<file path="src/rtl/stream_demux_n.sv">
// 1-to-N_CH valid/ready stream demultiplexer with a single registered output stage and per-packet channel lock.
// Optional discarded-beat counter port drop_cnt when STREAM_DEMUX_DROP_CNT_EN is defined.
module stream_demux_n #(
  parameter int DATA_W = 8,
  parameter int N_CH   = 4,
  parameter int SEL_W  = 2
) (
  input  logic              clk,
  input  logic              rst_n,
  input  logic              in_valid,
  output logic              in_ready,
  input  logic [DATA_W-1:0] in_data,
  input  logic [SEL_W-1:0]  in_sel,
  input  logic              in_last,
  output logic [N_CH-1:0]   out_valid,
  input  logic [N_CH-1:0]   out_ready,
  output logic [DATA_W-1:0] out_data,
  output logic              out_last,
  output logic              busy
`ifdef STREAM_DEMUX_DROP_CNT_EN
  ,
  output logic [15:0]       drop_cnt
`endif
);

  localparam int             N_SLOT = 1 << SEL_W;
  localparam logic [SEL_W:0] N_CH_W = (SEL_W + 1)'(N_CH);

  typedef enum logic {
    IDLE = 1'b0,
    LOCK = 1'b1
  } state_t;

  state_t              state_q, state_d;
  logic [SEL_W-1:0]    lock_q, lock_d;
  logic                full_q, full_d;
  logic [DATA_W-1:0]   data_q, data_d;
  logic                last_q, last_d;
  logic [SEL_W-1:0]    chan_q, chan_d;

  logic [N_SLOT-1:0]   ready_pad;
  logic [N_SLOT-1:0]   valid_pad;
  logic [SEL_W-1:0]    eff_chan;
  logic                chan_ok;
  logic                accept;
  logic                drain;

  // Pad per-channel vectors to the full select range so chan_q always indexes in range.
  always_comb begin
    ready_pad               = '0;
    ready_pad[N_CH-1:0]     = out_ready;
    valid_pad               = '0;
    valid_pad[chan_q]       = full_q;
  end

  assign out_valid = valid_pad[N_CH-1:0];
  assign out_data  = data_q;
  assign out_last  = last_q;
  assign busy      = (state_q == LOCK);

  assign drain    = full_q && ready_pad[chan_q];
  assign in_ready = !full_q || ready_pad[chan_q];
  assign accept   = in_valid && in_ready;
  assign eff_chan = (state_q == LOCK) ? lock_q : in_sel;
  assign chan_ok  = ({1'b0, eff_chan} < N_CH_W);

  // NOTE: every variable written here gets a default first, so no path can infer a latch.
  always_comb begin
    state_d = state_q;
    lock_d  = lock_q;
    full_d  = full_q;
    data_d  = data_q;
    last_d  = last_q;
    chan_d  = chan_q;

    if (drain) begin
      full_d = 1'b0;
    end
    // A beat for a nonexistent channel is consumed but never loaded.
    if (accept && chan_ok) begin
      full_d = 1'b1;
      data_d = in_data;
      last_d = in_last;
      chan_d = eff_chan;
    end

    if (accept) begin
      case (state_q)
        IDLE: begin
          if (!in_last) begin
            state_d = LOCK;
            lock_d  = in_sel;
          end
        end
        LOCK: begin
          if (in_last) begin
            state_d = IDLE;
          end
        end
        default: state_d = IDLE;
      endcase
    end
  end

  // NOTE: sequential state uses non-blocking assignments so all registers update from pre-edge values.
  always_ff @(posedge clk or negedge rst_n) begin
    if (!rst_n) begin
      state_q <= IDLE;
      lock_q  <= '0;
      full_q  <= 1'b0;
      // NOTE: the payload register is reset too, because out_data must read zero out of reset.
      data_q  <= '0;
      last_q  <= 1'b0;
      chan_q  <= '0;
    end else begin
      state_q <= state_d;
      lock_q  <= lock_d;
      full_q  <= full_d;
      data_q  <= data_d;
      last_q  <= last_d;
      chan_q  <= chan_d;
    end
  end

`ifdef STREAM_DEMUX_DROP_CNT_EN
  logic [15:0] drop_cnt_q;

  always_ff @(posedge clk or negedge rst_n) begin
    if (!rst_n) begin
      drop_cnt_q <= '0;
    end else if (accept && !chan_ok && (drop_cnt_q != 16'hFFFF)) begin
      drop_cnt_q <= drop_cnt_q + 16'd1;
    end
  end

  assign drop_cnt = drop_cnt_q;
`endif

endmodule

</file>
<file path="config.mk">
export PLATFORM = sky130hd
export DESIGN_NAME = stream_demux_n
export DESIGN_NICKNAME = d
export VERILOG_FILES = /design/src/rtl/stream_demux_n.sv
export SDC_FILE = /design/constraint.sdc
export NUM_CORES = 1
export LEC_CHECK = 0
export CAP_MARGIN = 40
export CORE_AREA = 5 5 53 55
export DETAILED_ROUTE_END_ITERATION = 10
export DIE_AREA = 0 0 58 60
export GPL_TIMING_DRIVEN = 0
export PLACE_DENSITY = 0.72
export RECOVER_POWER = 100
export SKIP_LAST_GASP = 1
export SLEW_MARGIN = 20
export SYNTH_ARGS = -nofsm -noshare
export SYNTH_HDL_FRONTEND = slang
export SYNTH_SLANG_ARGS = --single-unit
export TNS_END_PERCENT = 5
</file>
<file path="constraint.sdc">
create_clock -name clk -period 5.3 [get_ports clk]
set_input_delay 0.795 -clock clk [delete_from_list [all_inputs] [get_ports clk]]
set_output_delay 0.795 -clock clk [all_outputs]
set_load 0.005 [all_outputs]
</file>
==> impl_metrics.toml, run 1 <==
[status]
status = "complete, no violations"

[cts]
numCtsBuffers = 3
root_buffer = "clkbuf_4"
cts.clk_slew.worst_paths_ns = 0.09
cts_hold_buffers = 0
cts_buffer_depth = 2
cts_setup_buffers = 0
cts_tree = "built"
clock_insertion_delay_worst_skew_ns = 0.28
clock_sinks = 15
post_cts_resized = 0
htreeDepth = 1

[pwr]
p_sw_mw = 0.140
p_total_mw = 0.467
ir_worst_vdd_mv = 0.209
p_seq_share_pct = 42.4
intPower_mw = 0.326
power.share.combinational_pct = 44.0
pwr-share-clk_pct = 13.6
switching_share_pct = 30.1
p_leak_nw = 0.436
cellPowerDensity_nw_per_um2 = 457

[place]
postPlaceCellArea_um2 = 1010
port_buffers = 32
place_hpwl_um = 1160
pre_cts_ws_ns = 2.33
dp.cells = 110
gp_congestion = 0.747

[floorplan]
initial_core_util_pct = 27.9
rows = 18
die_w_um = 58
die_h_um = 60
die_area_um2 = 3480
coreArea_um2 = 2340
io_pins = 33

[detailed_routing]
drcViolationCount = 0
ant_nets = 0
wl_um = 1470
vias = 489
drt_iter0_markers = 12
wl_per_cell_um = 12.9
drt-pass1-iter-count = 5
avgViaCountPerCell = 4.29

[sta]
relSlewSlack_pct = 55.0
setup_viol = 0
period_needed_ns = 3.26
final.setup.tns_ns = 0
whs_ns = 0.508
fin_ws_ns = 2.04
slew_viol_final = 0
rsz0062_at_grt = "false"
fin_crit_sh_pct = 61.6
worstMarginPinSlew_ns = 0.673
timing.fmax_mhz = 306
skew_ns = 0.00560
hold_viol_final = 0

[synth]
yosysWarnings = 0
yosysTopAreaCell = "dfrtp_1"
syn_inst = 48
netlist_area_um2 = 653
synth.avg_cell_area_um2 = 13.6
yosysTopAreaCellShare_pct = 57.5
ys_ff_latch = 15
ys_seq_area_share_pct = 57.5
yosys-top-cells-area = "dfrtp_1, mux2_2, mux2_4"
synth_cell_types = 15
syn_nets = 66

[final_layout]
stdcell_count = 114
fin_util_pct = 43.6
final_nets = 103
syn2layout_area_growth_pct = 56.5
drive_above_1_share_pct = 17.9
fin_area_um2 = 1020
num_antenna_cells = 0

[global_routing]
grtUsageTotal_pct = 8.81
gr-total-overflow = 0
antenna_found_initial = 0
grt_max_degree = 16
grt_first_pass_wirelength_um = 2300
grt_pass1_vias = 513

[critical_path]
r2r_slack_ns = 3.08
cp.required_ns = 4.51
cp-start-kind = "input port"
end_kind = "output port"
path_class = "input port to output port"
crit_arrival_ns = 2.47
path_max_fanout = 4

[hold_path]
hp-class = "flip-flop to flip-flop"

[run]
drv_cap = 0
## area by class of cell
cell class              count  area (um^2)
plain buffers               1         3.75
flip-flops and latches     15          375
multi-input cells          31          254
clock buffers               3         22.5
repair buffers             32          320
inverters                   1         3.75
clock inverters             1         5.00
fillers                   231         1320
well taps                  30         37.5
## worst paths after layout
| kind | startpoint | endpoint | cells past startpoint |
|---|---|---|---|
| min in group asynchronous | rst_n | out_data[7] | 1 |
| max in group asynchronous | rst_n | chan_q[0] | 1 |
| worst min register to register | out_data[0] | out_data[0] | 1 |
| worst max-delay path | out_ready[3] | in_ready | 4 |
| worst min-delay path | out_data[0] | out_data[0] | 1 |
| worst max register to register | chan_q[1] | out_data[6] | 4 |
## cell usage after synthesis
cell	instances
o221ai_2	1
a31oi_1	1
inv_1	1
o21ai_0	2
mux2_2	11
mux2_4	2
nor2_1	4
a21oi_1	1
o22a_1	1
or3_4	1
nand2b_1	2
mux2i_1	2
dfrtp_1	15
nand2_1	3
buf_2	1
## flip-flops by register name, indices dropped and copies added (netlist names)
register	flops
chan_q	2
busy	1
full_q	1
out_last	1
lock_q	2
out_data	8
## worst max-delay path, cell delays in order
cell	delay (ns)
dlygate4sd3_1	0.52
mux2_1	0.31
o22a_1	0.24
dlygate4sd3_1	0.59
## power groups by stage
stage / Clock, mW / Sequential (mW) / Combinational (mW)
after detailed placement: 0 / 0.203 / 0.238
after CTS: 0.0661 / 0.201 / 0.239
final: 0.0634 / 0.198 / 0.205
after global routing: 0.0715 / 0.205 / 0.226
after global placement: 0 / 0.200 / 0.234
after floorplan: 0 / 0.200 / 0.105
## cell usage in the layout, fill, tap and decap left out
cell             instances
dlygate4sd3_1           17
dfrtp_1                 15
clkdlybuf4s50_1         15
mux2_2                  10
nor2_1                   4
nand2_1                  3
clkbuf_4                 3
nand2b_1                 2
mux2_1                   2
mux2i_1                  2
o21ai_0                  2
inv_1                    1
o22a_1                   1
o221ai_1                 1
clkbuf_1                 1
a21oi_1                  1
a31oi_1                  1
or3_1                    1
mux2_4                   1
clkinv_2                 1
## routing by layer
metal	share of wire, %	vias to the layer above	wire length [um]	global-route usage [%]
met5	0	-	0	0
met3	11	0	162	3.46
met1	42	227	622	10.3
li1	-	241	-	-
met4	0	0	0	1.99
met2	47	21	686	15.2
## kinds of logic (layout without fill, tap and decap cells)
| logic type | count (synthesis) | count (layout) | synth area share, % |
|---|---|---|---|
| DFF | 15 | 15 | 57.5 |
| AOI/OAI and AO/OA | 6 | 6 | 6.90 |
| buffers and inverters | 2 | 38 | 1.34 |
| muxes | 15 | 15 | 26.6 |
| and+or+nand+nor | 10 | 10 | 7.66 |
(Power assumes the default switching activity.)
==> inputs of run 2 (changes only) <==
--- a/config.mk
+++ b/config.mk
@@ -10,7 +10,7 @@
 export DETAILED_ROUTE_END_ITERATION = 10
 export DIE_AREA = 0 0 58 60
 export GPL_TIMING_DRIVEN = 0
-export PLACE_DENSITY = 0.72
+export PLACE_DENSITY = 0.75
 export RECOVER_POWER = 100
 export SKIP_LAST_GASP = 1
 export SLEW_MARGIN = 20
==> constraint.sdc (replaced) <==
create_clock -name clk -period 2.8 [get_ports clk]
set_input_delay 0.42 -clock clk [delete_from_list [all_inputs] [get_ports clk]]
set_output_delay 0.42 -clock clk [all_outputs]
set_load 0.005 [all_outputs]
==> run 2 against run 1 <==
  * Via count up 3.7%
  * Clock power increased by 85%
  * Hold slack lost 0.0037 ns
  * Largest power group unchanged
  * Sequential cell count unchanged
  * Register-to-register slack worse by 2.5 ns
  * Largest cell class unchanged
  * Final area down 0.12%
  * Sequential share of layout area is essentially flat
  * First-iteration DRC count decreased by 33%
  * Cell count unchanged
  * Critical endpoint unchanged
  * Die area is the same
==> impl_metrics.toml, run 2 (synthesized netlist as in run 1, its figures left out) <==
[hold_path]
hp-class = "flip-flop to flip-flop"

[sta]
rsz0062_at_grt = "false"
timing.fmax_mhz = 420
relSlewSlack_pct = 56.2
whs_ns = 0.505
setup_viol = 0
fin_crit_sh_pct = 85.1
hold_viol_final = 0
skew_ns = 0.00272
worstMarginPinSlew_ns = 0.654
slew_viol_final = 0
period_needed_ns = 2.38
final.setup.tns_ns = 0
fin_ws_ns = 0.419

[final_layout]
syn2layout_area_growth_pct = 56.3
multi_input_area_um2 = 254
largest_register_ffs = 8
fin_util_pct = 43.6
num_antenna_cells = 0
drive_above_1_share_pct = 16.7
final_nets = 103
fillerInstances = 235
mostFrequentLayoutCells = "clkdlybuf4s50_1, dlygate4sd3_1, dfrtp_1, mux2_2, nor2_1"
ff_latch_area_um2 = 375

[floorplan]
initial_core_util_pct = 27.9
die_w_um = 58
rows = 18
die_area_um2 = 3480
coreArea_um2 = 2340
io_pins = 33
die_h_um = 60

[cts]
post_cts_resized = 0
htreeDepth = 1
root_buffer = "clkbuf_4"
cts_hold_buffers = 0
numCtsBuffers = 3
cts_setup_buffers = 0
cts_buffer_depth = 2
cts.clk_slew.worst_paths_ns = 0.08
clock_insertion_delay_worst_skew_ns = 0.27
clock_sinks = 15
cts_tree = "built"

[global_routing]
grt_pass1_vias = 535
busiest_layer = "met2"
gr-total-overflow = 0
grt_max_degree = 16
use_met3_pct = 3.67
antenna_found_initial = 0
grtUsageTotal_pct = 8.92
gr-usage-met2_pct = 15.2
grt_first_pass_wirelength_um = 2340
use_met1_pct = 10.1

[place]
pre_cts_ws_ns = 0.556
gp_congestion = 0.724
port_buffers = 32
place_hpwl_um = 1210

[critical_path]
cp.required_ns = 2.38
crit_arrival_ns = 1.96
end_kind = "output port"
worstPathCellList = "clkdlybuf4s50_1 > mux2_1 > o22a_1 > dlygate4sd3_1"
path_max_fanout = 4
cp-start-kind = "input port"
critical_path.top_delay_family = "buffers and inverters"
critPathSlowestCell = "dlygate4sd3_1"
crit_buf_inv = 2
critical-path-max-stage-delay_ns = 0.59
path_class = "input port to output port"

[pwr]
p_sw_mw = 0.263
p_leak_nw = 0.433
switching_share_pct = 29.8
cellPowerDensity_nw_per_um2 = 865
pwr-share-clk_pct = 13.2
ir_worst_vdd_mv = 0.406
p_total_mw = 0.883
power.share.combinational_pct = 44.4
intPower_mw = 0.620
p_seq_share_pct = 42.3

[detailed_routing]
drcViolationCount = 0
wl_per_cell_um = 12.9
wl_um = 1470
drt-pass1-iter-count = 2
avgViaCountPerCell = 4.45
drt_iter0_markers = 8
vias = 507
ant_nets = 0

[run]
drv_cap = 0

[status]
status = "complete, no violations"
==> run 2: final timing paths <==
kind                            depth (start not counted)    startpoint           to  slack (ns)
worst max-delay path                                    4  out_ready[1]     in_ready        0.42
worst min-delay path                                    1   out_data[6]  out_data[6]        0.50
worst max register to register                          4     chan_q[1]  out_data[7]        0.61
worst min register to register                          1   out_data[6]  out_data[6]        0.50
max in group asynchronous                               1         rst_n  out_data[7]        1.77
min in group asynchronous                               1         rst_n       full_q        0.61
==> run 2: per-layer routing <==
layer	up-vias	wire length, um
li1	242	-
met4	0	0
met1	246	593
met5	-	0
met3	0	134
met2	19	739
==> run 2: cell type report <==
| cell class | instances | share of cell area [%] |
|---|---|---|
| tap | 30 | 3.68 |
| buffer | 1 | 0.368 |
| timing repair buffer | 32 | 31.4 |
| clock buffer | 4 | 2.57 |
| inverter | 1 | 0.368 |
| sequential | 15 | 36.8 |
| multi-input combinational | 31 | 24.9 |
==> run 2: power by group through the flow <==
stage | Sequential, mW | Clock [mW] | Combinational (mW)
2_1_floorplan | 0.378 | 0 | 0.198
4_1_cts | 0.380 | 0.123 | 0.458
3_3_place_gp | 0.376 | 0 | 0.441
6_report | 0.374 | 0.117 | 0.393
5_1_grt | 0.389 | 0.133 | 0.427
3_5_place_dp | 0.385 | 0 | 0.456
==> run 2: stage by stage <==
step / instance area, um^2 / std cells
after floorplan: 653 / 48
after global placement: 1010 / 110
after detailed placement: 1010 / 110
after CTS: 1040 / 114
after global routing: 1020 / 114
final: 1020 / 114
==> RTL edit (flow settings as in run 1) <==
Change the parameter `N_CH` from 4 to 2.
--- a/src/rtl/stream_demux_n.sv
+++ b/src/rtl/stream_demux_n.sv
@@ -3,5 +3,5 @@
 module stream_demux_n #(
   parameter int DATA_W = 8,
-  parameter int N_CH   = 4,
+  parameter int N_CH   = 2,
   parameter int SEL_W  = 2
 ) (
Ports: changed (resized out_ready and out_valid); port bits go from 33 to 29. The function was not compared with the original's and may differ.
==> RTL edit against run 1 <==
  * Via count grew 36%
  * Sequential cell count is the same
  * Count of clock-buffer cells in the layout grew 1
  * Design area grew 3.7%
  * Worst setup slack gained 180 ps
  * Critical path depth is the same
  * Wire length grew 32%
  * Global-route usage grew 3.6 points
  * Power grew 8.3%
  * Non-clock buffer count is the same
  * Area after synthesis grew 11%
  * First-iteration DRC count shrank 25%
  * Die area is the same
  * Sequential power shrank 2%
==> RTL edit: results (changes against run 1) <==
The flow ran to the end, and the final reports show no timing, DRC or antenna violations. The startpoint identified for the worst register-to-register timing path is busy. The placed wire-length estimate after detailed placement was 1465 um (+26%).

The start point of the critical path is out_ready[1]. The average detailed-routed wire length per instance was 14.66 um (+14%); the clock tree buffer depth was 2 (unchanged). The sum of met2 wire segment lengths after detailed routing was 922 um (+34%). The tools report the clock latency reported for the late side of the worst-skew pair as 280 ps (about the same). The placed cell count is 128 (+16%), and the count of port buffers added during placement is 28 (-13%).

For the sequential cell count, the log shows 15 (unchanged). The total area of multi-input combinational cells came out at 314.1 um2 (+24%). The most used flip-flop cell after synthesis was dfrtp_1. The number of fill cells in the layout was 244 (+5.6%); the sequential share of cell area was 35.42% (-1.3 points). The startpoint identified for the worst hold timing path is lock_q[0].

The clock network area share works out to 2.479% (-0.21 points). For the detailed-router iteration count before antenna repair, the log shows 4 (-1). The overall fraction of global-route tracks in use came out at 12.37% (+3.6 points).

The maximum fanout along the worst path was 5 (+1); the net count of the mapped netlist was 86 (+30%). In this run the top signal layer used is met4. In this run the worst hold path is classified as reg2reg. The run gives 2290 ps (-180 ps) as the worst path arrival time.

The leakage power was 0.4457 nW (+2.3%); the iteration-0 DRC count of the detailed router was 9 (-3). The worst-margin pin slew is 1031 ps (+358.7 ps). The post-synthesis sequential area ratio came out at 51.55% (-5.9 points). Sorting the synthesized cells by how often they occur yields 15 x dfrtp_1, 12 x nand2_1, 11 x o21ai_0.

The tools report the number of distinct library cells after synthesis as 19 (+4). For the number of global-route vias before repair, the log shows 765 (+49%). The routability congestion estimate came out at 0.7988 (+7.0%). The flip-flop count of the largest register after layout is 8 (unchanged), and the fraction of cell area in non-clock buffers is 28.93% (-2.8 points).

The peak supply drop was 0.2378 mV (+14%); the per-cell via count in the routed design was 5.023 (+17%). The CTS H-tree depth was 1 (unchanged); the ratio of cells with drive above 1 in the final layout was 5.882% (-12 points). The number of clock buffers in the layout was 4 (+1); the total number of nets in the final design was 119 (+16%). The number of buffers inserted to repair setup after CTS is 0 (unchanged), and the routed metal-1 wire length is 874 um (+41%). The total met3 wirelength after detailed routing was 118 um (-27%); the post-synthesis area per instance was 10.40 um2 (-24%). The multi-input combinational gate total is 50 (+61%), and the number of ordinary and repair buffers in the finished layout is 33 (unchanged). The layout inverter count without the clock tree is 0 (-1), and the total number of vias is 663 (+36%). The setup skew after layout is 1.693 ps (-3.908 ps). Yosys attributes the largest share of cell area to dfrtp_1 52%, o22ai_1 7.7%, o21ai_0 7.6%.

For the antenna diode instance count, the log shows 0 (unchanged). The first-pass GRT wire length came out at 3277 um (+43%).
-- RTL edit: cell types whose count changed after synthesis, sizes merged, moves of 2 or more --
| cell | run 1 | this run |
|---|---|---|
| nor2 | 4 | 0 |
| clkbuf | 0 | 4 |
| o21ai | 2 | 11 |
| mux2 | 13 | 3 |
| nand2 | 3 | 12 |
| o21a | 0 | 2 |
| o22ai | 0 | 9 |
-- RTL edit: where the power goes --
| group | switching, mW | internal (mW) | leakage, nW |
|---|---|---|---|
| Clock | 0.0358 | 0.0292 | 0.0150 |
| Sequential | 0.0296 | 0.165 | 0.185 |
| Combinational | 0.114 | 0.132 | 0.246 |
-- RTL edit: per-layer routing --
layer  GRT usage [%]  vias up
met5               0        -
met4           6.954        0
met3           3.456        2
met2           20.16       21
met1           14.67      320
li1                -      320
-- RTL edit: worst paths after layout --
kind	endpoint	slack (ps)	depth (start not counted)
max reg2reg	out_data[5]	3310	4
min	lock_q[0]	520	1
max in group asynchronous	out_data[3]	3850	1
min reg2reg	lock_q[0]	520	1
min in group asynchronous	out_data[2]	1000	1
max	in_ready	2210	4
-- RTL edit: critical path, cell delays in order --
cell             delay (ps)
clkdlybuf4s50_1         400
mux2i_1                 330
o21ai_0                 170
dlygate4sd3_1           600
-- RTL edit: logic make-up after synthesis --
kind of cell	after synthesis	synth area share [%]
compound gates	26	22.16
simple gates	18	12.89
flops	15	51.55
mux	6	9.794
buf+inv	5	3.608
-- RTL edit: stage by stage --
step                area (um2)  setup WS (ps)  util (%)  total power, mW  hold WS [ps]
finish                    1060           2211     45.25           0.5056         518.6
global route              1060           2126     45.25           0.5443         567.7
CTS                       1072           2281     45.78           0.5403         527.2
detailed placement        1046           2280     44.66           0.4728         505.0
global placement          1046           2312     44.66           0.4627         496.7
floorplan                728.2           3255         -           0.3317         481.2
